**config.mk**
```make
export PLATFORM = sky130hd
export DESIGN_NAME = fetch_ctrl
export DESIGN_NICKNAME = d
export VERILOG_FILES = /design/src/rtl/fetch_ctrl.sv
export SDC_FILE = /design/constraint.sdc
export NUM_CORES = 1
export LEC_CHECK = 0
export ABC_AREA = 0
export BUFFER_PORTS_ARGS = -buffer_cell sky130_fd_sc_hd__buf_2
export CAP_MARGIN = 10
export CELL_PAD_IN_SITES_DETAIL_PLACEMENT = 1
export CELL_PAD_IN_SITES_GLOBAL_PLACEMENT = 1
export CORE_ASPECT_RATIO = 0.8
export CORE_MARGIN = 8
export CORE_UTILIZATION = 30
export CTS_BUF_LIST = sky130_fd_sc_hd__clkbuf_4 sky130_fd_sc_hd__clkbuf_8
export DETAILED_ROUTE_END_ITERATION = 12
export MAX_ROUTING_LAYER = met4
export PLACE_DENSITY_LB_ADDON = 0.08
export SLEW_MARGIN = 20
export SYNTH_ARGS = -nofsm -noshare
export SYNTH_HDL_FRONTEND = slang
export SYNTH_SLANG_ARGS = --single-unit
```
**constraint.sdc**
```tcl
create_clock -name clk -period 12.9 [get_ports clk]
set_input_delay 0 -clock clk [delete_from_list [all_inputs] [get_ports clk]]
set_output_delay 0 -clock clk [all_outputs]
set_load 0.01 [all_outputs]
```
**src/rtl/fetch_ctrl.sv**
```systemverilog
// rtl/fetch_ctrl.sv - front-end fetch sequencer with in-flight tracking and fetch queue
//
// Issues a PC to the two-stage fetch unit every cycle, tracks which of those
// PCs are real fetches, and buffers returned instructions in a small FIFO
// toward decode. A credit check keeps the FIFO from overflowing; a redirect
// steers the PC and squashes all queued and in-flight work.
//
// Ports:
//   clk               clock
//   reset             asynchronous, active-high reset
//   fetch_pc_o        PC presented to the fetch unit (sampled every rising edge)
//   fetch_instr_i     instruction returned FETCH_LAT cycles after its PC
//   redirect_valid_i  one-cycle redirect strobe
//   redirect_pc_i     redirect target (word-aligned)
//   dec_valid_o       fetch-queue head valid
//   dec_ready_i       decode accepts the head
//   dec_instr_o       head instruction
//   dec_pc_o          head PC

module fetch_ctrl #(
  parameter logic [31:0] RESET_PC  = 32'h0000_0000,
  parameter int          FQ_DEPTH  = 4,
  parameter int          FETCH_LAT = 2
) (
  input  logic        clk,
  input  logic        reset,
  output logic [31:0] fetch_pc_o,
  input  logic [31:0] fetch_instr_i,
  input  logic        redirect_valid_i,
  input  logic [31:0] redirect_pc_i,
  output logic        dec_valid_o,
  input  logic        dec_ready_i,
  output logic [31:0] dec_instr_o,
  output logic [31:0] dec_pc_o
);

  localparam int PW = (FQ_DEPTH > 1) ? $clog2(FQ_DEPTH) : 1;
  localparam int CW = $clog2(FQ_DEPTH + 1);
  localparam logic [CW-1:0] FQ_FULL_C  = CW'(FQ_DEPTH);
  localparam logic [CW:0]   FQ_LIMIT_C = (CW + 1)'(FQ_DEPTH);

  // Next PC to issue
  logic [31:0] pc_q, pc_d;

  // In-flight shift register: stage 0 is the PC issued last cycle
  logic [FETCH_LAT-1:0] pipe_v_q, pipe_v_d;
  logic [31:0]          pipe_pc_q [FETCH_LAT];

  // Fetch queue
  logic [31:0]   fifo_pc_q    [FQ_DEPTH];
  logic [31:0]   fifo_instr_q [FQ_DEPTH];
  logic [PW-1:0] rd_ptr_q, rd_ptr_d;
  logic [PW-1:0] wr_ptr_q, wr_ptr_d;
  logic [CW-1:0] count_q, count_d;

  logic [CW-1:0] inflight;
  logic [CW:0]   credit_used;
  logic          issue;
  logic          push;
  logic          pop;

  assign fetch_pc_o  = pc_q;
  assign dec_valid_o = (count_q != '0);
  assign dec_pc_o    = fifo_pc_q[rd_ptr_q];
  assign dec_instr_o = fifo_instr_q[rd_ptr_q];

  always_comb begin
    inflight = '0;
    for (int k = 0; k < FETCH_LAT; k++) begin
      inflight = inflight + {{(CW-1){1'b0}}, pipe_v_q[k]};
    end
  end

  // Credit counts everything queued or on its way back. A dequeue this cycle
  // is not credited, so the sum can never exceed the queue depth at capture.
  assign credit_used = {1'b0, count_q} + {1'b0, inflight};
  assign issue       = !redirect_valid_i && (credit_used < FQ_LIMIT_C);
  assign push        = pipe_v_q[FETCH_LAT-1] && !redirect_valid_i;
  assign pop         = dec_valid_o && dec_ready_i;

  always_comb begin
    pc_d = pc_q;
    if (redirect_valid_i) begin
      pc_d = redirect_pc_i;
    end else if (issue) begin
      pc_d = pc_q + 32'd4;
    end
  end

  always_comb begin
    pipe_v_d    = '0;
    pipe_v_d[0] = issue;
    for (int k = 1; k < FETCH_LAT; k++) begin
      pipe_v_d[k] = pipe_v_q[k-1] && !redirect_valid_i;
    end
  end

  // A redirect empties the queue; a head handshaken in the same cycle has
  // already been taken by decode, so no extra handling is needed for it.
  always_comb begin
    rd_ptr_d = rd_ptr_q;
    wr_ptr_d = wr_ptr_q;
    count_d  = count_q;
    if (redirect_valid_i) begin
      rd_ptr_d = '0;
      wr_ptr_d = '0;
      count_d  = '0;
    end else begin
      if (pop) begin
        rd_ptr_d = rd_ptr_q + PW'(1);
      end
      if (push) begin
        wr_ptr_d = wr_ptr_q + PW'(1);
      end
      if (push && !pop) begin
        count_d = count_q + CW'(1);
      end else if (pop && !push) begin
        count_d = count_q - CW'(1);
      end
    end
  end

  always_ff @(posedge clk or posedge reset) begin
    if (reset) begin
      pc_q     <= RESET_PC;
      pipe_v_q <= '0;
      rd_ptr_q <= '0;
      wr_ptr_q <= '0;
      count_q  <= '0;
      for (int k = 0; k < FETCH_LAT; k++) begin
        pipe_pc_q[k] <= '0;
      end
      for (int i = 0; i < FQ_DEPTH; i++) begin
        fifo_pc_q[i]    <= '0;
        fifo_instr_q[i] <= '0;
      end
    end else begin
      pc_q         <= pc_d;
      pipe_v_q     <= pipe_v_d;
      rd_ptr_q     <= rd_ptr_d;
      wr_ptr_q     <= wr_ptr_d;
      count_q      <= count_d;
      pipe_pc_q[0] <= pc_q;
      for (int k = 1; k < FETCH_LAT; k++) begin
        pipe_pc_q[k] <= pipe_pc_q[k-1];
      end
      if (push) begin
        fifo_pc_q[wr_ptr_q]    <= pipe_pc_q[FETCH_LAT-1];
        fifo_instr_q[wr_ptr_q] <= fetch_instr_i;
      end
    end
  end

  // The credit rule makes a push into a full queue impossible.
  ap_no_push_full: assert property (@(posedge clk) disable iff (reset)
    !(push && (count_q == FQ_FULL_C)));

endmodule
```
Yosys cells after proc, flatten, opt, wreduce, memory -nomap -nowiden --
Index checks and enable logic that the tools add are counted.
Storage, ports and cells: flip-flop bits (word level) 361, input port bits 68, output and inout bits 97, word-level logic and storage cells 62
Cells by class: $add $sub $neg 7, magnitude comparators 4, mux-type cells 19, bitwise operators 2, reductions and logical operators 15
Operator list (number):
- $bwmux W128 | 2
- $mux W32 | 7
- $bmux W32 S2 | 2
- $demux W32 S2 | 1
- $add A32 B3 Y32 const B | 1
- $mux W3 | 3
- $mux W2 | 4
- $logic_and A1 B1 Y1 | 7
- $ge A3 B3 Y1 const B | 2
- $not A2 Y3 | 2
- $reduce_bool A2 Y1 | 3
- $reduce_bool A3 Y1 | 2
- $add A2 B1 Y2 const B | 2
- $add A3 B2 Y4 | 1
- $lt A4 B3 Y1 const B | 1
- $add A3 B1 Y3 const B | 1
- $logic_not A1 Y1 | 3
- $lt A3 B1 Y1 const B | 1
- $sub A3 B1 Y3 const B | 1
- $add A1 B1 Y2 | 1

Logic depth before layout (Yosys ltp) --
Gate-level depths: netlist (run 1).
word-level depth 7, mapped depth 8, mapped depth without buffers 6

Worst setup path before layout (run 1) --
Ideal clock, no wire load.
path type register -> register, start register count_q[0], end register pc_q[12] (netlist: fetch_pc_o[12]), library setup time 82 ps, data arrival time 2056 ps, required time 12818 ps, path slack 10762 ps, stages on the path, launching flop included 7, buffers on the path 1, clock period less this slack 2138 ps, path through dfrtp_1 ha_1 a21o_1 a211o_1 clkbuf_2 or4_1 a31oi_1
Between the ends: word-level cells in the longest chain between the ends 4
Ends and longest elaborated chain:
- start: declaration | line 54 | logic [CW-1:0] count_q, count_d;
- start signal: assignment | line 142 | count_q <= count_d;
- $add A3 B2 Y4 | line 76 | assign credit_used = {1'b0, count_q} + {1'b0, inflight};
- $lt A4 B3 Y1 | line 77 | assign issue = !redirect_valid_i && (credit_used < FQ_LIMIT_C);
- $logic_and A1 B1 Y1 | line 77
- $reduce_bool A2 Y1 (no source line)
- end signal: assignment | line 138 | pc_q <= pc_d;
- end: declaration | line 43 | logic [31:0] pc_q, pc_d;
No other way between the ends. A chain may end at the register's enable or synchronous reset.

Final worst setup path (run 1) --
start register rd_ptr_q[0], end output dec_pc_o[10]
Between the ends: word-level cells in the longest chain between the ends 4
Ends and longest elaborated chain:
- start: declaration | line 52 | logic [PW-1:0] rd_ptr_q, rd_ptr_d;
- start signal: assignment | line 140 | rd_ptr_q <= rd_ptr_d;
- $not A2 Y3 (not written as such) | line 64 | assign dec_pc_o = fifo_pc_q[rd_ptr_q];
- $bmux W32 S2 | line 64
- $mux W32 (not written as such) (2 in series) | line 64
- end: declaration | line 34 | output logic [31:0] dec_pc_o
No other way between the ends. The select of a mux whose other input is x is not followed.

==> impl_metrics.tcl, run 1 <==
set metrics [dict create \
    worst_skew_pair.late_latency_ns 0.63 \
    outcome "finished, final reports clean" \
    dpl_cell_area_um2 16530 \
    cts_root_buffer "clkbuf_8" \
    start_util 0.3024 \
    crit_fanout 40 \
    design_area_um2 18810 \
    ys_seq_area_frac 0.6045 \
    postSynthAreaPerCell_um2 15.65 \
    antenna_found_initial 1 \
    period_share 0.2457 \
    p_clk_frac 0.297 \
    drc 0 \
    dpl.hpwl_um 24310 \
    grt_pass1_wl_um 65000 \
    vdd_ir_drop_max_mv 0.08909 \
    clk_pin_slew_worst_paths_ns 0.06 \
    ant_nets 0 \
    syn_area_um2 14940 \
    synthCells 955 \
    place.port_buffers 164 \
    seq_area_um2 9041 \
    tns_ns 0 \
    p_seq_frac 0.425 \
    synth_top_area_cell "dfrtp_1" \
    place.gp.congestion 0.6789 \
    track_usage 0.1504 \
    rrSetupSlack_ns 10.11 \
    max_freq_mhz 315.5 \
    ios 165 \
    post_drt_wl_per_cell_um 20.72 \
    cts_tree "yes" \
    hold_violations 0 \
    p_int_w 0.002700 \
    n_fill_cell 5104 \
    rsz0062_at_grt "no" \
    yosysUniqueCellTypes 41 \
    gr-total-overflow 0 \
    first_pass_iters 4 \
    drt_iter0_drc 368 \
    crit_required_ns 12.90 \
    synth.area.top_cells "dfrtp_1, mux2_2, mux4_2" \
    die_h_um 215.6 \
    min_path_type "in2async" \
    numCtsBuffers 66 \
    fp-row-count 73 \
    layout_common_cells "dfrtp_1, mux2_2, buf_2, dlygate4sd3_1, clkbuf_8" \
    die_w_um 265.5 \
    multi_input_area_um2 5673 \
    synthArstFlopShare 1.000 \
    powerDensity_nw_per_um2 204.7 \
    ys_dominant_reg_cell "dfrtp_1" \
    synth_warnings 0 \
    crit_path_start_kind "flop" \
    finalMaxSlewViolations 0 \
    synth_nets 1030 \
    wl_um 40450 \
    switching_share 0.2986 \
    drive_above_1_share 0.4898 \
    setup_viol 0 \
    die-area_um2 57260 \
    switchingPower_w 0.001150 \
    post-route-min-period_ns 3.170 \
    h-tree-depth 3 \
    core_um2 49410 \
    cts_num_sinks 361 \
    worst_pin_slew_ns 0.9773 \
    cp.arrival_ns 3.17 \
    synth-seq-cells 361 \
    maxCapViolations 0 \
    cp-end-kind "primary output" \
    dr_total_vias 9260 \
    relSlewSlack 0.3485 \
    layout_commonest_cell "dfrtp_1" \
    path_class "reg2out" \
    synth_edf_count 0 \
    grt_pass1_vias 10500 \
    num-nets-final 1305 \
    clock_path_buffers 3 \
    grt_max_degree 109 \
    postCtsSetupBuffers 0 \
    synthToLayoutAreaGrowth_pct 25.84 \
    leakagePower_nw 8.544 \
    p_comb_frac 0.278 \
    worst_clock_skew_ns 0.02755 \
    viasPerCell 4.744 \
    synth_top_cell_area_share 0.6045 \
]
-- cell families after synthesis --
| group | after synthesis | synth area share |
|---|---|---|
| DFF | 361 | 0.6045 |
| xor gates and xnor gates | 11 | 0.006447 |
| buffers and inverters | 69 | 0.01792 |
| AOI/OAI and AO/OA | 64 | 0.02847 |
| muxes | 324 | 0.2922 |
| and+or+nand+nor | 119 | 0.04412 |
| adders and majority gates | 7 | 0.006363 |
-- per-stage QoR --
stage | std cells | utilization | total power, W | setup slack, ns | hold slack, ns
after floorplan | 955 | - | 0.002314 | 2.881 | 0.1199
after global placement | 1750 | 0.3346 | 0.002718 | 9.489 | 0.2130
after detailed placement | 1750 | 0.3346 | 0.002738 | 9.504 | 0.2076
after CTS | 1951 | 0.3804 | 0.003949 | 9.449 | 0.04217
after global routing | 1952 | 0.3806 | 0.004106 | 9.317 | 0.1283
final | 1952 | 0.3806 | 0.003850 | 9.730 | 0.08081
-- timing repair --
action                     CTS  global route
hold buffers                87             0
setup endpoints to repair    0             0
hold endpoints to repair   275             0
resized for setup            0             0
-- critical path: stages (launching register included) --
cell and delay [ns]:
dfrtp_4 0.80, buf_4 0.85, mux4_2 0.68, buf_2 0.18
-- final timing paths --
kind	startpoint	to	cells after the start
setup / recovery	rd_ptr_q[0]	dec_pc_o[10]	3
hold / removal	reset	fifo_pc_q[111]	3
setup reg to reg	pipe_v_q[1]	fifo_pc_q[113]	4
hold reg to reg	pipe_pc_q[58]	pipe_pc_q[26]	0
max in group asynchronous	reset	rd_ptr_q[0]	6
min in group clk	fetch_instr_i[28]	fifo_instr_q[60]	3
-- sequential cells by signal, indices dropped and copies added (netlist names) --
register	cells
fifo_instr_q	128
wr_ptr_q	2
rd_ptr_q	2
pipe_pc_q	64
pipe_v_q	2
fifo_pc_q	128
count_q	3
fetch_pc_o	32
-- synthesized netlist by cell type (2+ instances only) --
| cell type | n |
|---|---|
| a2111oi_0 | 3 |
| a31oi_1 | 19 |
| and2_1 | 3 |
| mux4_2 | 64 |
| xnor2_1 | 8 |
| xor2_1 | 3 |
| mux2i_1 | 2 |
| or3_1 | 3 |
| o31ai_1 | 18 |
| and4_1 | 3 |
| inv_1 | 11 |
| nor3_1 | 2 |
| o211ai_1 | 2 |
| buf_2 | 6 |
| dfrtp_1 | 361 |
| o21ai_0 | 13 |
| or4_1 | 23 |
| a21oi_1 | 2 |
| nor3b_1 | 2 |
| a211oi_1 | 3 |
| nand3_1 | 13 |
| mux2_2 | 258 |
| nand2_1 | 24 |
| nor2b_1 | 3 |
| and3_1 | 6 |
| buf_1 | 6 |
| clkbuf_1 | 45 |
| ha_1 | 6 |
| nand4_1 | 5 |
| nor2_1 | 27 |
-- area by class of cell --
class,count,area share
Antenna cell,1,0.0001331
Clock buffer,105,0.07019
Clock inverter,9,0.003992
Inverter,11,0.002595
Multi-Input combinational cell,525,0.3017
Sequential cell,361,0.4808
Tap cell,675,0.04491
Timing Repair Buffer,265,0.09574
-- power groups by stage --
| stage | Combinational [W] | Clock, W | Sequential (W) |
|---|---|---|---|
| after floorplan | 0.000755 | 0 | 0.00156 |
| after global placement | 0.00106 | 0 | 0.00166 |
| after detailed placement | 0.00108 | 0 | 0.00166 |
| after CTS | 0.00111 | 0.00120 | 0.00164 |
| after global routing | 0.00117 | 0.00124 | 0.00169 |
| final | 0.00107 | 0.00114 | 0.00164 |
-- per-layer routing --
layer,wire (µm),track usage
met1,18350,0.1943
met2,19280,0.2300
met3,1794,0.03784
met4,1032,0.05073
met5,0,-
(Power assumes the default switching activity.)
==> inputs of run 2 (changes only) <==
--- a/config.mk
+++ b/config.mk
@@ -5,7 +5,7 @@
 export SDC_FILE = /design/constraint.sdc
 export NUM_CORES = 1
 export LEC_CHECK = 0
-export ABC_AREA = 0
+export ABC_AREA = 1
 export BUFFER_PORTS_ARGS = -buffer_cell sky130_fd_sc_hd__buf_2
 export CAP_MARGIN = 10
 export CELL_PAD_IN_SITES_DETAIL_PLACEMENT = 1
==> constraint.sdc (replaced) <==
create_clock -name clk -period 3.3 [get_ports clk]
set_input_delay 0 -clock clk [delete_from_list [all_inputs] [get_ports clk]]
set_output_delay 0 -clock clk [all_outputs]
set_load 0.01 [all_outputs]
==> run 2 against run 1 <==
Effect of this change: sequential power grew to 3.9 times the previous value; largest cell class unchanged; critical path type is now reg2reg; utilization shrank 0.27 points; critical endpoint is now fetch_pc_o[25]; routed wire length grew 19%; highest routed layer unchanged.
==> impl_metrics.tcl, run 2 <==
set metrics [dict create \
    grt_pass1_vias 13810 \
    die_w_um 268.5 \
    rsz0062_at_grt "no" \
    synth.top_cells.by_count "nand2_1, o21ai_0, dfrtp_1, nor2_1, inv_1" \
    holdWs_ns 0.1299 \
    outcome "finished, final reports clean" \
    cp.arrival_ns 3.45 \
    slowest_delay_ns 0.56 \
    clock_path_buffers 3 \
    synth_most_common_cell "nand2_1" \
    core_um2 50740 \
    ys_dominant_reg_cell "dfrtp_1" \
    fp-row-count 74 \
    synthToLayoutAreaGrowth_pct 25.30 \
    p_clk_frac 0.291 \
    critical_path.slowest_cell "dlygate4sd3_1" \
    worst-path-buf-inv 4 \
    synth_top_area_cell "dfrtp_1" \
    switchingPower_w 0.005529 \
    ios 165 \
    switching_share 0.3607 \
    syn_area_um2 15300 \
    die_h_um 218.0 \
    finalMaxSlewViolations 0 \
    cp-end-kind "flop" \
    synth_nets 1792 \
    leakagePower_nw 9.199 \
    synth_xor_area_frac 0.005152 \
    cts_num_sinks 361 \
    cts_root_buffer "clkbuf_8" \
    layout_common_cells "nand2_1, o21ai_0, dfrtp_1, nor2_1, buf_2" \
    dpl_cell_area_um2 16750 \
    cp_top_family "buffers and inverters" \
    cts_tree "yes" \
    track_usage 0.1726 \
    n_fill_cell 6034 \
    synth_top_family_by_area "compound AO/OA/AOI/OAI gates" \
    drt_iter0_drc 662 \
    synthArstFlopShare 1.000 \
    path_class "reg2reg" \
    dpl.hpwl_um 28900 \
    p_seq_frac 0.415 \
    post-route-min-period_ns 2.887 \
    postSynthAreaPerCell_um2 8.911 \
    num-nets-final 2046 \
    worst_skew_pair.late_latency_ns 0.63 \
    first_pass_iters 6 \
    crit_path_start_kind "flop" \
    place_ws_ns 1.254 \
    gr-total-overflow 0 \
    crit_fanout 12 \
    synth_compound_area_frac 0.1690 \
    power_w 0.01533 \
    final_util 0.3778 \
    numCtsBuffers 66 \
    synth_top_cell_area_share 0.5904 \
    grt_max_degree 129 \
    antenna_found_initial 0 \
    post_drt_wl_per_cell_um 17.76 \
    die-area_um2 58530 \
    synth_edf_count 0 \
    ys_seq_area_frac 0.5904 \
    powerDensity_nw_per_um2 799.5 \
    maxCapViolations 0 \
    synth_warnings 0 \
    wl_um 47970 \
    ant_nets 0 \
    min_path_type "in2async" \
    synth_simple_gate_area_frac 0.1645 \
    place.gp.congestion 0.7467 \
    hold_violations 0 \
    antenna_cells 0 \
    viasPerCell 4.682 \
    p_int_w 0.009798 \
    layout_setup_ws_ns 0.4125 \
    design_area_um2 19170 \
    synth-seq-cells 361 \
    crit_chain "ha_1 -> nand2_1 -> nand2_1 -> o21ai_2 -> nor2_4 -> inv_2 -> o21ai_1 -> dlygate4sd3_1 -> inv_1 -> nand2_1 -> dlygate4sd3_1 -> nand2_1" \
    synthMuxAreaShare 0 \
    p_comb_frac 0.294 \
    synth.area.top_cells "dfrtp_1, o21ai_0, nand2_1" \
    relSlewSlack 0.3765 \
    start_util 0.3015 \
    h-tree-depth 3 \
    synthAdderAreaFrac 0.006215 \
    cpMostUsedCell "nand2_1" \
    place.port_buffers 164 \
    grt_pass1_wl_um 78010 \
    synthCells 1717 \
    setup_viol 0 \
    dr_total_vias 12650 \
    clk_pin_slew_worst_paths_ns 0.07 \
    crit_required_ns 3.87 \
    max_freq_mhz 346.3 \
    vdd_ir_drop_max_mv 0.3678 \
    worst_clock_skew_ns 0.03303 \
    largestRegisters "fifo_instr_q (128), fifo_pc_q (128), pipe_pc_q (64)" \
    yosysUniqueCellTypes 33 \
    layout_commonest_cell "nand2_1" \
    drc 0 \
    worst_pin_slew_ns 0.9332 \
    drive_above_1_share 0.1691 \
    period_share 0.8750 \
]
-- run 2: cell count changes in the layout (fill, tap and decap cells not counted), sizes merged, moves of 64 or more --
| cell | before | now |
|---|---|---|
| nand2 | 24 | 410 |
| nor2 | 27 | 178 |
| mux2 | 258 | 0 |
| o22ai | 0 | 65 |
| inv | 11 | 109 |
| o21ai | 13 | 400 |
| mux4 | 64 | 0 |
-- run 2: cell families after synthesis --
logic type	Yosys count
simple gates	635
compound gates	488
flops	361
buf+inv	217
xor+xnor	9
fa+ha+maj	7
-- run 2: metrics by stage --
step                TNS, ns  std cells
floorplan           -556.04       1717
global placement          0       2482
detailed placement        0       2482
CTS                       0       2701
global route              0       2701
finish                    0       2701
-- run 2: worst paths after layout --
check / startpoint / endpoint / slack, ns / cells after the start
max: count_q[0] / fetch_pc_o[25] / 0.41 / 12
min: reset / fifo_pc_q[71] / 0.13 / 3
max reg2reg: count_q[0] / fetch_pc_o[25] / 0.41 / 12
min reg2reg: pipe_pc_q[54] / pipe_pc_q[22] / 0.34 / 0
max in group asynchronous: reset / pipe_pc_q[1] / 2.18 / 5
min in group clk: fetch_instr_i[14] / fifo_instr_q[78] / 0.20 / 4
-- run 2: area by class of cell --
type                    count  area, µm²  area share
clock buffers              97       1235     0.06442
clock inverters            17      131.4    0.006853
inverters                 109      419.2     0.02186
multi-input cells        1139       5306      0.2768
flip-flops and latches    361       9039      0.4715
well taps                 684      855.8     0.04464
repair buffers            294       2185      0.1140
-- run 2: timing repair --
item / CTS / global route
endpoints found under the hold margin: 195 / 0
buffers inserted: 0 / 0
hold buffers: 105 / 0
gates resized for setup: 0 / 0
-- run 2: layer usage --
layer / vias to the layer above / global-route usage / part of all wire
li1: 6140 / - / -
met5: - / - / 0
met4: 0 / 0.04480 / 0.018
met1: 6255 / 0.2251 / 0.48
met2: 175 / 0.2711 / 0.47
met3: 76 / 0.03820 / 0.035
-- run 2: tightest hold or removal path, cell delays in order --
cell and delay (ns):
dlygate4sd3_1 0.53, buf_2 0.13, clkinvlp_4 0.61
-- run 2: power groups by stage --
stage / clock, W / combinational (W) / sequential [W]
2_1_floorplan: 0 / 0.00273 / 0.00622
3_3_place_gp: 0 / 0.00441 / 0.00642
3_5_place_dp: 0 / 0.00447 / 0.00644
4_1_cts: 0.00465 / 0.00465 / 0.00637
5_1_grt: 0.00483 / 0.00515 / 0.00653
6_report: 0.00445 / 0.00451 / 0.00636
